## src/rtl/mem_access_unit.sv

```systemverilog
// mem_access_unit: memory-side stage behind the LC-3 bus mux.
// Holds MAR/MDR. Runs single-word SRAM reads and writes with a fixed
// WAIT_CYCLES strobe window. Pulses mem_rdy for one cycle when an access
// completes.
//
// Optional build macro MMIO_LED_EN maps address 16'hFFFF to I/O. A read
// returns {4'b0, SW} and a write updates LED. SRAM strobes stay inactive for
// these accesses, and the timing matches a normal access.
//
// Handshake: mem_rd_req / mem_wr_req are sampled only while IDLE (busy=0).
// A request seen on a rising edge is accepted on that edge and stays
// committed until completion. Completion is the single-cycle mem_rdy pulse.
// While busy, all requests and register loads are ignored.
module mem_access_unit #(
  parameter int WAIT_CYCLES = 2,
  parameter int ADDR_W      = 16
) (
  input  logic              Clk,
  input  logic              Reset,
  input  logic [15:0]       bus_in,
  input  logic              LD_MAR,
  input  logic              LD_MDR,
  input  logic              MIO_EN,
  input  logic              mem_rd_req,
  input  logic              mem_wr_req,
  input  logic [15:0]       mem_rdata,
`ifdef MMIO_LED_EN
  input  logic [11:0]       SW,
  output logic [11:0]       LED,
`endif
  output logic [ADDR_W-1:0] MAR,
  output logic [15:0]       MDR,
  output logic [ADDR_W-1:0] mem_addr,
  output logic [15:0]       mem_wdata,
  output logic              mem_ce_n,
  output logic              mem_oe_n,
  output logic              mem_we_n,
  output logic              mem_rdy,
  output logic              busy,
  output logic [1:0]        state_dbg
);

  typedef enum logic [1:0] {
    S_IDLE = 2'd0,
    S_RD   = 2'd1,
    S_WR   = 2'd2,
    S_DONE = 2'd3
  } state_t;

  localparam logic [3:0]        LAST_CNT  = 4'(WAIT_CYCLES - 1);
  localparam logic [ADDR_W-1:0] MMIO_ADDR = ADDR_W'(16'hFFFF);

  state_t            state;
  state_t            next_state;
  logic [3:0]        cnt;
  logic [3:0]        cnt_d;
  logic [ADDR_W-1:0] mar_d;
  logic [15:0]       mdr_d;
  logic              last;
  logic              mmio_cur;
  logic              mmio_next;
  logic              ce_n_d;
  logic              oe_n_d;
  logic              we_n_d;
  logic              rdy_d;
  logic              busy_d;

  assign last      = (cnt == LAST_CNT);
  assign mem_addr  = MAR;
  assign mem_wdata = MDR;
  assign state_dbg = state;

`ifdef MMIO_LED_EN
  // MAR is frozen during an access, so the current MAR identifies an I/O access.
  assign mmio_cur  = (MAR == MMIO_ADDR);
  assign mmio_next = (mar_d == MMIO_ADDR);
`else
  assign mmio_cur  = 1'b0;
  assign mmio_next = 1'b0;
`endif

  // State register.
  always_ff @(posedge Clk) begin
    if (Reset) state <= S_IDLE;
    else       state <= next_state;
  end

  // Next-state logic: read wins over write, and the window ends on the last count.
  always_comb begin
    next_state = state;
    unique case (state)
      S_IDLE: begin
        if (mem_rd_req)      next_state = S_RD;
        else if (mem_wr_req) next_state = S_WR;
      end
      S_RD:   if (last) next_state = S_DONE;
      S_WR:   if (last) next_state = S_DONE;
      S_DONE: next_state = S_IDLE;
      default: next_state = S_IDLE;
    endcase
  end

  // Datapath next values. Loads apply only in IDLE; read data is captured on the last RD cycle.
  always_comb begin
    mar_d = MAR;
    mdr_d = MDR;
    cnt_d = 4'd0;
    unique case (state)
      S_IDLE: begin
        if (LD_MAR)            mar_d = ADDR_W'(bus_in);
        if (LD_MDR && !MIO_EN) mdr_d = bus_in;
      end
      S_RD: begin
        if (!last) begin
          cnt_d = cnt + 4'd1;
        end else begin
`ifdef MMIO_LED_EN
          mdr_d = mmio_cur ? {4'b0000, SW} : mem_rdata;
`else
          mdr_d = mem_rdata;
`endif
        end
      end
      S_WR: begin
        if (!last) cnt_d = cnt + 4'd1;
      end
      default: cnt_d = 4'd0;
    endcase
  end

  // Output decode from the next state so every strobe leaves a flop.
  always_comb begin
    ce_n_d = 1'b1;
    oe_n_d = 1'b1;
    we_n_d = 1'b1;
    rdy_d  = (next_state == S_DONE);
    busy_d = (next_state != S_IDLE);
    if (next_state == S_RD && !mmio_next) begin
      ce_n_d = 1'b0;
      oe_n_d = 1'b0;
    end
    if (next_state == S_WR && !mmio_next) begin
      ce_n_d = 1'b0;
      we_n_d = 1'b0;
    end
  end

  // Registers for the datapath, counter and outputs; reset aborts any access.
  always_ff @(posedge Clk) begin
    if (Reset) begin
      MAR      <= '0;
      MDR      <= 16'h0000;
      cnt      <= 4'd0;
      mem_ce_n <= 1'b1;
      mem_oe_n <= 1'b1;
      mem_we_n <= 1'b1;
      mem_rdy  <= 1'b0;
      busy     <= 1'b0;
    end else begin
      MAR      <= mar_d;
      MDR      <= mdr_d;
      cnt      <= cnt_d;
      mem_ce_n <= ce_n_d;
      mem_oe_n <= oe_n_d;
      mem_we_n <= we_n_d;
      mem_rdy  <= rdy_d;
      busy     <= busy_d;
    end
  end

`ifdef MMIO_LED_EN
  // LED register: updated when an I/O write reaches the end of its window.
  always_ff @(posedge Clk) begin
    if (Reset) begin
      LED <= 12'h000;
    end else if (state == S_WR && last && mmio_cur) begin
      LED <= MDR[11:0];
    end
  end
`endif

endmodule

```

## config.mk

```make
export PLATFORM = sky130hd
export DESIGN_NAME = mem_access_unit
export DESIGN_NICKNAME = d
export VERILOG_FILES = /design/src/rtl/mem_access_unit.sv
export SDC_FILE = /design/constraint.sdc
export NUM_CORES = 1
export LEC_CHECK = 0
export CAP_MARGIN = 30
export CORE_MARGIN = 4
export CORE_UTILIZATION = 39
export CTS_CLUSTER_SIZE = 24
export DETAILED_ROUTE_END_ITERATION = 8
export PLACE_DENSITY_LB_ADDON = 0.08
export SLEW_MARGIN = 20
export SYNTH_ARGS = -nofsm -noshare
export SYNTH_HDL_FRONTEND = slang
export SYNTH_SLANG_ARGS = --single-unit
```

## constraint.sdc

```tcl
create_clock -name Clk -period 2.48 [get_ports Clk]
set_input_delay 0.496 -clock Clk [delete_from_list [all_inputs] [get_ports Clk]]
set_output_delay 0.496 -clock Clk [all_outputs]
set_load 0.005 [all_outputs]
```

-- Word-level counts from Yosys, hierarchy flattened
Index checks and enable logic that the tools add are counted.
- register bits: 43
- latch bits: 0
- bits in writable memories: 0
- bits in read-only memories: 0
- bits of input ports: 39
- memories kept: 0
- add/sub/neg operators: 1
- multiply operators: 0
- divide/modulo/power cells: 0
- order comparisons: 0
- eq/ne operators: 9
- shifts and indexed selects: 0
- multiplexer cells: 10
- bitwise operators: 1
- reductions and logical operators: 9
- operator list (operator ; count):
    two-way mux 16 bit ; 2
    one-hot mux 16 bit (2 select lines) ; 1
    == test 2 bit, second input constant ; 4
    two-way mux 2 bit ; 3
    one-hot mux 2 bit (3 select lines) ; 1
    adder 4 x 1 -> 4 bit, second input constant ; 1
    == test 2 x 1 -> 1 bit, second input constant ; 2
    == test 4 x 1 -> 1 bit, second input constant ; 1
    != test 2 bit, second input constant ; 2
    nonzero test 2 bit ; 2
    two-way mux 1 bit ; 3
    AND reduction 3 bit ; 1
    OR reduction 3 bit ; 1
    logical NOT 2 bit ; 1
    AND reduction 2 bit ; 1
    OR reduction 2 bit ; 1
    logical AND 1 bit ; 1
    logical NOT 1 bit ; 1
    inverter 1 bit ; 1

-- Logic depth before layout (Yosys ltp)
Gate-level depths: netlist of the first run.
- depth after elaboration: 6
- gate-level depth with buffers: 8
- depth with buffers taken out: 8

-- Worst setup path after synthesis of the first run
Ideal clock, no wire load.
- path kind: flip-flop to flip-flop
- from: register cnt[0]
- to: register mem_ce_n
- setup time: 0.123 ns
- data arrival time: 1.798 ns
- slack: 0.558 ns
- stages on the path, launching flop included: 6
- buffers on the path: 0
- path through: dfxtp_1 ha_1 or3b_4 a221o_1 ha_1 or2_2
- word-level cells in the longest chain between the ends: 6
- elaborated cells between the ends (all ways): 7
- those cells by class: eq/ne: 3; mux: 4
- ends and longest elaborated chain (element ; line ; text):
    from (decl) ; 55 ; logic [3:0] cnt;
    from (signal assigned) ; 162 ; cnt <= cnt_d;
    == test 4 x 1 -> 1 bit * ; 68 ; assign last = (cnt == LAST_CNT);
    two-way mux 2 bit * ; 96, 97 ;
    one-hot mux 2 bit (3 select lines) * ; 91 ; unique case (state)
    == test 2 x 1 -> 1 bit ; 138 ; if (next_state == S_RD && !mmio_next) begin
    two-way mux 1 bit ; 138 ;
    two-way mux 1 bit * ; 142 ; if (next_state == S_WR && !mmio_next) begin
    via ce_n_d ; 62 ; logic ce_n_d;
    to (signal assigned) ; 163 ; mem_ce_n <= ce_n_d;
    to (decl) ; 35 ; output logic mem_ce_n,
The timed path passes the listed nets; every way through them passes the cells marked *.
A chain may end at the register's enable or synchronous reset.

-- Worst setup path after layout of the first run
Ends and elaborated chain as after synthesis.

==> results of run 1 <==
==> final cells by class <==
class | count | area, sq um | share of cell area
clock buffers | 8 | 100.1 | 0.03236
repair buffers | 113 | 1129 | 0.3649
well taps | 70 | 87.58 | 0.02832
multi-input cells | 132 | 889.6 | 0.2876
flip-flops and latches | 43 | 860.8 | 0.2783
inverters | 7 | 26.28 | 0.008495
==> per-stage QoR <==
step | instances | power (mW) | utilization | setup slack (ns) | hold slack (ns)
floorplan | 226 | 1.571 | - | 0.5583 | 0.4337
global placement | 365 | 2.026 | 0.5823 | 0.3805 | 0.4521
detailed placement | 365 | 2.043 | 0.5823 | 0.3564 | 0.4611
CTS | 373 | 2.528 | 0.6018 | 0.4547 | 0.4720
global route | 373 | 2.653 | 0.6018 | 0.3681 | 0.4936
finish | 373 | 2.479 | 0.6018 | 0.4694 | 0.4669
==> worst paths after layout <==
path              end    from  depth (start not counted)
min reg2reg    MAR[3]  MAR[3]                          2
max reg2reg  mem_ce_n  cnt[0]                          5
max          mem_ce_n  cnt[0]                          5
min            MAR[3]  MAR[3]                          2
==> state kept, by name (all words and copies together), names as in the netlist <==
| signal | flops |
|---|---|
| mem_rdy | 1 |
| MDR | 16 |
| mem_we_n | 1 |
| MAR | 16 |
| busy | 1 |
| mem_oe_n | 1 |
| cnt | 4 |
| state_dbg | 2 |
| mem_ce_n | 1 |
==> metal layers <==
layer	share of wire	up-vias
met4	0.011	0
met5	0	-
li1	-	867
met2	0.48	57
met3	0.063	5
met1	0.44	771
==> kinds of logic after synthesis <==
logic type                 after synthesis  share of synthesized area
AOI/OAI and AO/OA                       38                     0.1562
xor gates and xnor gates                 2                   0.008410
adders and majority gates                8                    0.04805
buffers and inverters                   51                     0.1598
DFF                                     43                     0.4132
muxes                                   16                    0.07688
and+or+nand+nor                         68                     0.1375
==> cell usage in the layout (no fill, tap or decap), types with 2 or more instances in the layout <==
cell type	netlist	layout
a211oi_2	14	14
inv_1	7	7
clkdlybuf4s50_1	0	108
buf_4	33	3
ha_1	8	8
a21oi_1	18	18
nand2b_1	3	3
nor2_1	24	24
dfxtp_1	43	43
clkbuf_8	0	7
nand2_1	34	34
mux2i_1	16	16
nand3b_1	2	2
a211oi_1	3	3
==> worst reg2reg max path, stage by stage (launching register included) <==
cell     delay (ns)
dfxtp_1        0.39
ha_1           0.16
or3b_4         0.41
a221o_1        0.39
ha_1           0.29
or2_2          0.26
==> where the power goes <==
part | internal (mW) | total [mW] | switching [mW]
clock network | 0.254 | 0.476 | 0.222
registers | 0.822 | 0.910 | 0.0873
logic | 0.637 | 1.09 | 0.456
total | 1.71 | 2.48 | 0.765
==> results.sh, run 1 <==
export IMPL_cts_tree="yes"
export IMPL_place_congestion=0.7024
export IMPL_fill_cells=478
export IMPL_die_w_um=81.09
export IMPL_yosysTopAreaCell="dfxtp_1"
export IMPL_min_period_over_period=0.8107
export IMPL_start_kind="flop"
export IMPL_path_cells="ha_1, or3b_4, a221o_1, ha_1, or2_2"
export IMPL_maxCapViolCount=0
export IMPL_critPathMaxStageDelay_ns=0.41
export IMPL_rsz0062_at_grt="no"
export IMPL_start_util=0.4053
export IMPL_clock_latency_ns=0.28
export IMPL_met2_usage=0.2619
export IMPL_max_freq_mhz=497.4
export IMPL_synth_common_cells="dfxtp_1 (43), nand2_1 (34), buf_4 (33)"
export IMPL_routedWlPerCell_um=13.19
export IMPL_ys_warn_count=0
export IMPL_r2r_setup_slack_ns=0.47
export IMPL_status="complete, no violations"
export IMPL_grt_pass1_vias=1626
export IMPL_worst_slew_pin_slew_ns=0.5898
export IMPL_synthToLayoutAreaGrowth_pct=48.47
export IMPL_antenna_found_initial=0
export IMPL_coreArea_sq_um=5140
export IMPL_nNetsFinal=349
export IMPL_finalSetupViolations=0
export IMPL_row_count=26
export IMPL_syn_cell_area_sq_um=2083
export IMPL_grt_use_met3=0.03659
export IMPL_cellLeakagePower_nw=1.144
export IMPL_p_per_area_nw_per_um2=801.5
export IMPL_grt_max_degree=33
export IMPL_clk_pin_slew_ns=0.08
export IMPL_synth_most_common_cell="dfxtp_1"
export IMPL_htree_levels=2
export IMPL_postCtsHoldBufs=0
export IMPL_drt_iter0_drc=58
export IMPL_worst_path_buf_inv=0
export IMPL_first_pass_iters=4
export IMPL_yosys_top_cells_area="dfxtp_1 (41%), buf_4 (12%), a211oi_2 (8.4%), mux2i_1 (7.7%), nand2_1 (6.1%)"
export IMPL_hold_class="reg2reg"
export IMPL_cpMaxStageDelayCell="or3b_4"
export IMPL_io_pins=110
export IMPL_max_slew_margin_rel=0.6068
export IMPL_fin_worst_skew_ns=0.002768
export IMPL_placed_area_sq_um=2993
export IMPL_detail_route_antenna_nets=0
export IMPL_worstSetupPathType="reg2reg"
export IMPL_cp_top_family="simple AND/OR/NAND/NOR gates"
export IMPL_critPathMaxFanout=4
export IMPL_synth_edf_count=0
export IMPL_worstPathRequired_ns=2.66
export IMPL_met1_usage=0.1802
export IMPL_wl_um=4920
export IMPL_critPathMostFrequentCell="ha_1"
export IMPL_drc=0
export IMPL_critPathArrivalTime_ns=2.19
export IMPL_cp_end_kind="flop"
export IMPL_grtUsageTotal=0.1503
export IMPL_num_antenna_cells=0
export IMPL_synthDistinctLibCells=25
export IMPL_num_vias=1700
export IMPL_cts_num_sinks=43
export IMPL_syn_area_per_cell_sq_um=9.218
export IMPL_root_buffer="clkbuf_8"
export IMPL_finalHoldViolCount=0
export IMPL_fin_area_sq_um=3093
export IMPL_via_per_inst=4.558
export IMPL_fin_setup_tns_ns=0
export IMPL_portBuffers=109
export IMPL_post_cts_buffers=0
export IMPL_seq_area_frac_synth=0.4132
export IMPL_grt_first_pass_wirelength_um=7617
export IMPL_drive_gt1_frac=0.09571
export IMPL_grt_busiest_layer="met2"
export IMPL_layout_min_cycle_time_ns=2.011
export IMPL_grt_remaining_overflow=0
export IMPL_cts_buffer_depth=2
export IMPL_cts_resized_gates=0
export IMPL_slew_viol_final=0
export IMPL_vdd_drop_max_v=0.0004447
export IMPL_syn_num_nets=273
export IMPL_synth_top_area_share=0.4132
export IMPL_die_y_um=81.09
export IMPL_die_area_sq_um=6575
export IMPL_numCtsBuffers=5
export IMPL_dp_hpwl_um=3832
export IMPL_ys_seq_elements=43
export IMPL_ys_async_sr_fraction=0
export IMPL_synthCells=226
export IMPL_yosys_most_used_dff="dfxtp_1"
Note: power is estimated with default switching activity, not from simulation.
==> run 2: changes to the inputs <==
==> constraint.sdc (replaced) <==
create_clock -name Clk -period 2.05 [get_ports Clk]
set_input_delay 0.41 -clock Clk [delete_from_list [all_inputs] [get_ports Clk]]
set_output_delay 0.41 -clock Clk [all_outputs]
set_load 0.005 [all_outputs]
==> run 2 against run 1 <==
Combinational power increased by 28%. Clock power grew 22%. Design area is 1.9% higher.
==> results.sh, run 2 (synthesized netlist as in run 1, its figures left out) <==
export IMPL_cp_end_kind="flop"
export IMPL_p_clk_frac=0.189
export IMPL_numCtsBuffers=5
export IMPL_cts_buffer_depth=2
export IMPL_nNetsFinal=354
export IMPL_row_count=26
export IMPL_grtUsageTotal=0.1574
export IMPL_drive_gt1_frac=0.1201
export IMPL_via_per_inst=4.534
export IMPL_layout_min_cycle_time_ns=1.921
export IMPL_min_period_over_period=0.9373
export IMPL_start_util=0.4053
export IMPL_place_congestion=0.7175
export IMPL_r2r_setup_slack_ns=0.13
export IMPL_worst_slew_pin_slew_ns=0.5878
export IMPL_highest_layer="met4"
export IMPL_detail_route_antenna_nets=0
export IMPL_final_common_cell="clkdlybuf4s50_1"
export IMPL_hp_start="cnt[0]"
export IMPL_die_area_sq_um=6575
export IMPL_wl_um=5052
export IMPL_start_kind="flop"
export IMPL_grt_first_pass_wirelength_um=7872
export IMPL_clock_latency_ns=0.29
export IMPL_critPathMaxFanout=4
export IMPL_path_cells="inv_1, ha_1, or3b_4, a221o_1, ha_1, or2_2"
export IMPL_num_vias=1714
export IMPL_wl_met1_um=2146
export IMPL_fin_setup_tns_ns=0
export IMPL_htree_levels=2
export IMPL_postCtsHoldBufs=0
export IMPL_met3_length_um=399
export IMPL_reg2regPathDepth=6
export IMPL_hold_class="reg2reg"
export IMPL_final_cell_mix="clkdlybuf4s50_1 (108), dfxtp_1 (42), nand2_1 (34)"
export IMPL_clk_pin_slew_ns=0.08
export IMPL_routedWlPerCell_um=13.37
export IMPL_synthToLayoutAreaGrowth_pct=51.29
export IMPL_worst_path_buf_inv=1
export IMPL_drt_iter0_drc=56
export IMPL_io_pins=110
export IMPL_cpMaxStageDelayCell="or3b_4"
export IMPL_first_pass_iters=4
export IMPL_root_buffer="clkbuf_8"
export IMPL_max_slew_margin_rel=0.6072
export IMPL_fin_worst_skew_ns=0.003901
export IMPL_critPathMostFrequentCell="ha_1"
export IMPL_finalSetupViolations=0
export IMPL_die_w_um=81.09
export IMPL_vdd_drop_max_v=0.0005179
export IMPL_worstSetupPathType="reg2reg"
export IMPL_portBuffers=109
export IMPL_netSwitchingFraction=0.3126
export IMPL_fill_cells=480
export IMPL_top_regs="MAR: 16 flops, MDR: 16 flops, cnt: 4 flops"
export IMPL_placed_area_sq_um=3030
export IMPL_critPathArrivalTime_ns=2.11
export IMPL_max_freq_mhz=520.5
export IMPL_grt_max_degree=33
export IMPL_internal_power_mw=2.116
export IMPL_critPathMaxStageDelay_ns=0.41
export IMPL_fin_area_sq_um=3152
export IMPL_rr_endpoint="mem_ce_n"
export IMPL_seq_power_share=0.357
export IMPL_r2r_start="cnt[1]"
export IMPL_power_switching_mw=0.9624
export IMPL_num_antenna_cells=0
export IMPL_dp_hpwl_um=3946
export IMPL_cts_num_sinks=43
export IMPL_grt_remaining_overflow=0
export IMPL_worstPathRequired_ns=2.23
export IMPL_antenna_found_initial=0
export IMPL_grt_pass1_vias=1646
export IMPL_maxCapViolCount=0
export IMPL_drc=0
export IMPL_cellLeakagePower_nw=1.172
export IMPL_pwr_share_comb=0.454
export IMPL_hold_path_depth=1
export IMPL_status="complete, no violations"
export IMPL_hold_path_end="cnt[0]"
export IMPL_p_per_area_nw_per_um2=976.9
export IMPL_cts_tree="yes"
export IMPL_slew_viol_final=0
export IMPL_cp_top_family="simple AND/OR/NAND/NOR gates"
export IMPL_die_y_um=81.09
export IMPL_coreArea_sq_um=5140
export IMPL_rsz0062_at_grt="no"
export IMPL_finalHoldViolCount=0
export IMPL_wl_met2_um=2421
run 2: cell types whose count changed in the layout (fill, tap and decap cells not counted):
cell and change:
buf_4 +5, a211oi_1 -1, a211oi_2 +1, a31oi_1 -1, a31oi_4 +1, dfxtp_1 -1
dfxtp_2 +1
run 2: worst max-delay path by stage:
stage,startpoint,to,slack (ns),depth (start not counted)
2_1_floorplan,cnt[0],mem_ce_n,0.13,5
3_3_place_gp,mem_wr_req,mem_ce_n,0.08,6
3_5_place_dp,mem_rd_req,mem_ce_n,0.01,6
4_1_cts,cnt[1],mem_ce_n,0.06,8
5_1_grt,cnt[0],mem_ce_n,0.01,5
6_report,cnt[1],mem_ce_n,0.13,6
run 2: per-layer routing:
layer  track usage  vias to the layer above
met5             0                        -
met4       0.05912                        0
met3       0.04878                        7
met2        0.2594                       64
met1        0.1919                      763
li1              -                      880
run 2: stage by stage:
step / total power [mW] / hold slack [ns] / setup WS (ns) / cells / util
global route: 3.304 / 0.4737 / 0.01128 / 378 / 0.6132
floorplan: 1.901 / 0.4337 / 0.1283 / 226 / -
global placement: 2.496 / 0.4505 / 0.07718 / 370 / 0.5896
detailed placement: 2.515 / 0.4598 / 0.01420 / 370 / 0.5896
CTS: 3.111 / 0.4704 / 0.05885 / 378 / 0.6091
finish: 3.079 / 0.4463 / 0.1286 / 378 / 0.6132
run 2: power groups by stage:
stage                     registers, mW  clock network (mW)  logic (mW)
after floorplan                    1.13                   0       0.775
after global placement             1.12                   0        1.38
after detailed placement           1.12                   0        1.39
after CTS                          1.10               0.608        1.40
after global routing               1.13               0.646        1.53
final                              1.10               0.583        1.40
run 2: repair_timing:
action                     in CTS  in global routing
setup buffers                   0                  0
setup endpoints to repair       0                  1
resized for setup               0                  4
run 2: cell type report:
type	instances	area, sq um	area share
inverter	7	26.28	0.008337
clock buffer	8	100.1	0.03176
sequential	43	862.1	0.2735
multi-input combinational	132	909.6	0.2886
timing repair buffer	118	1166	0.3700
tap	70	87.58	0.02779
==> run 3: changes to the inputs <==
--- a/config.mk
+++ b/config.mk
@@ -5,6 +5,7 @@
 export SDC_FILE = /design/constraint.sdc
 export NUM_CORES = 1
 export LEC_CHECK = 0
+export ABC_CLOCK_PERIOD_IN_PS = 2050
 export CAP_MARGIN = 30
 export CORE_MARGIN = 4
 export CORE_UTILIZATION = 39
==> results of run 3 <==
Same layout as run 2: the final DEF is identical, and so are final timing and power.
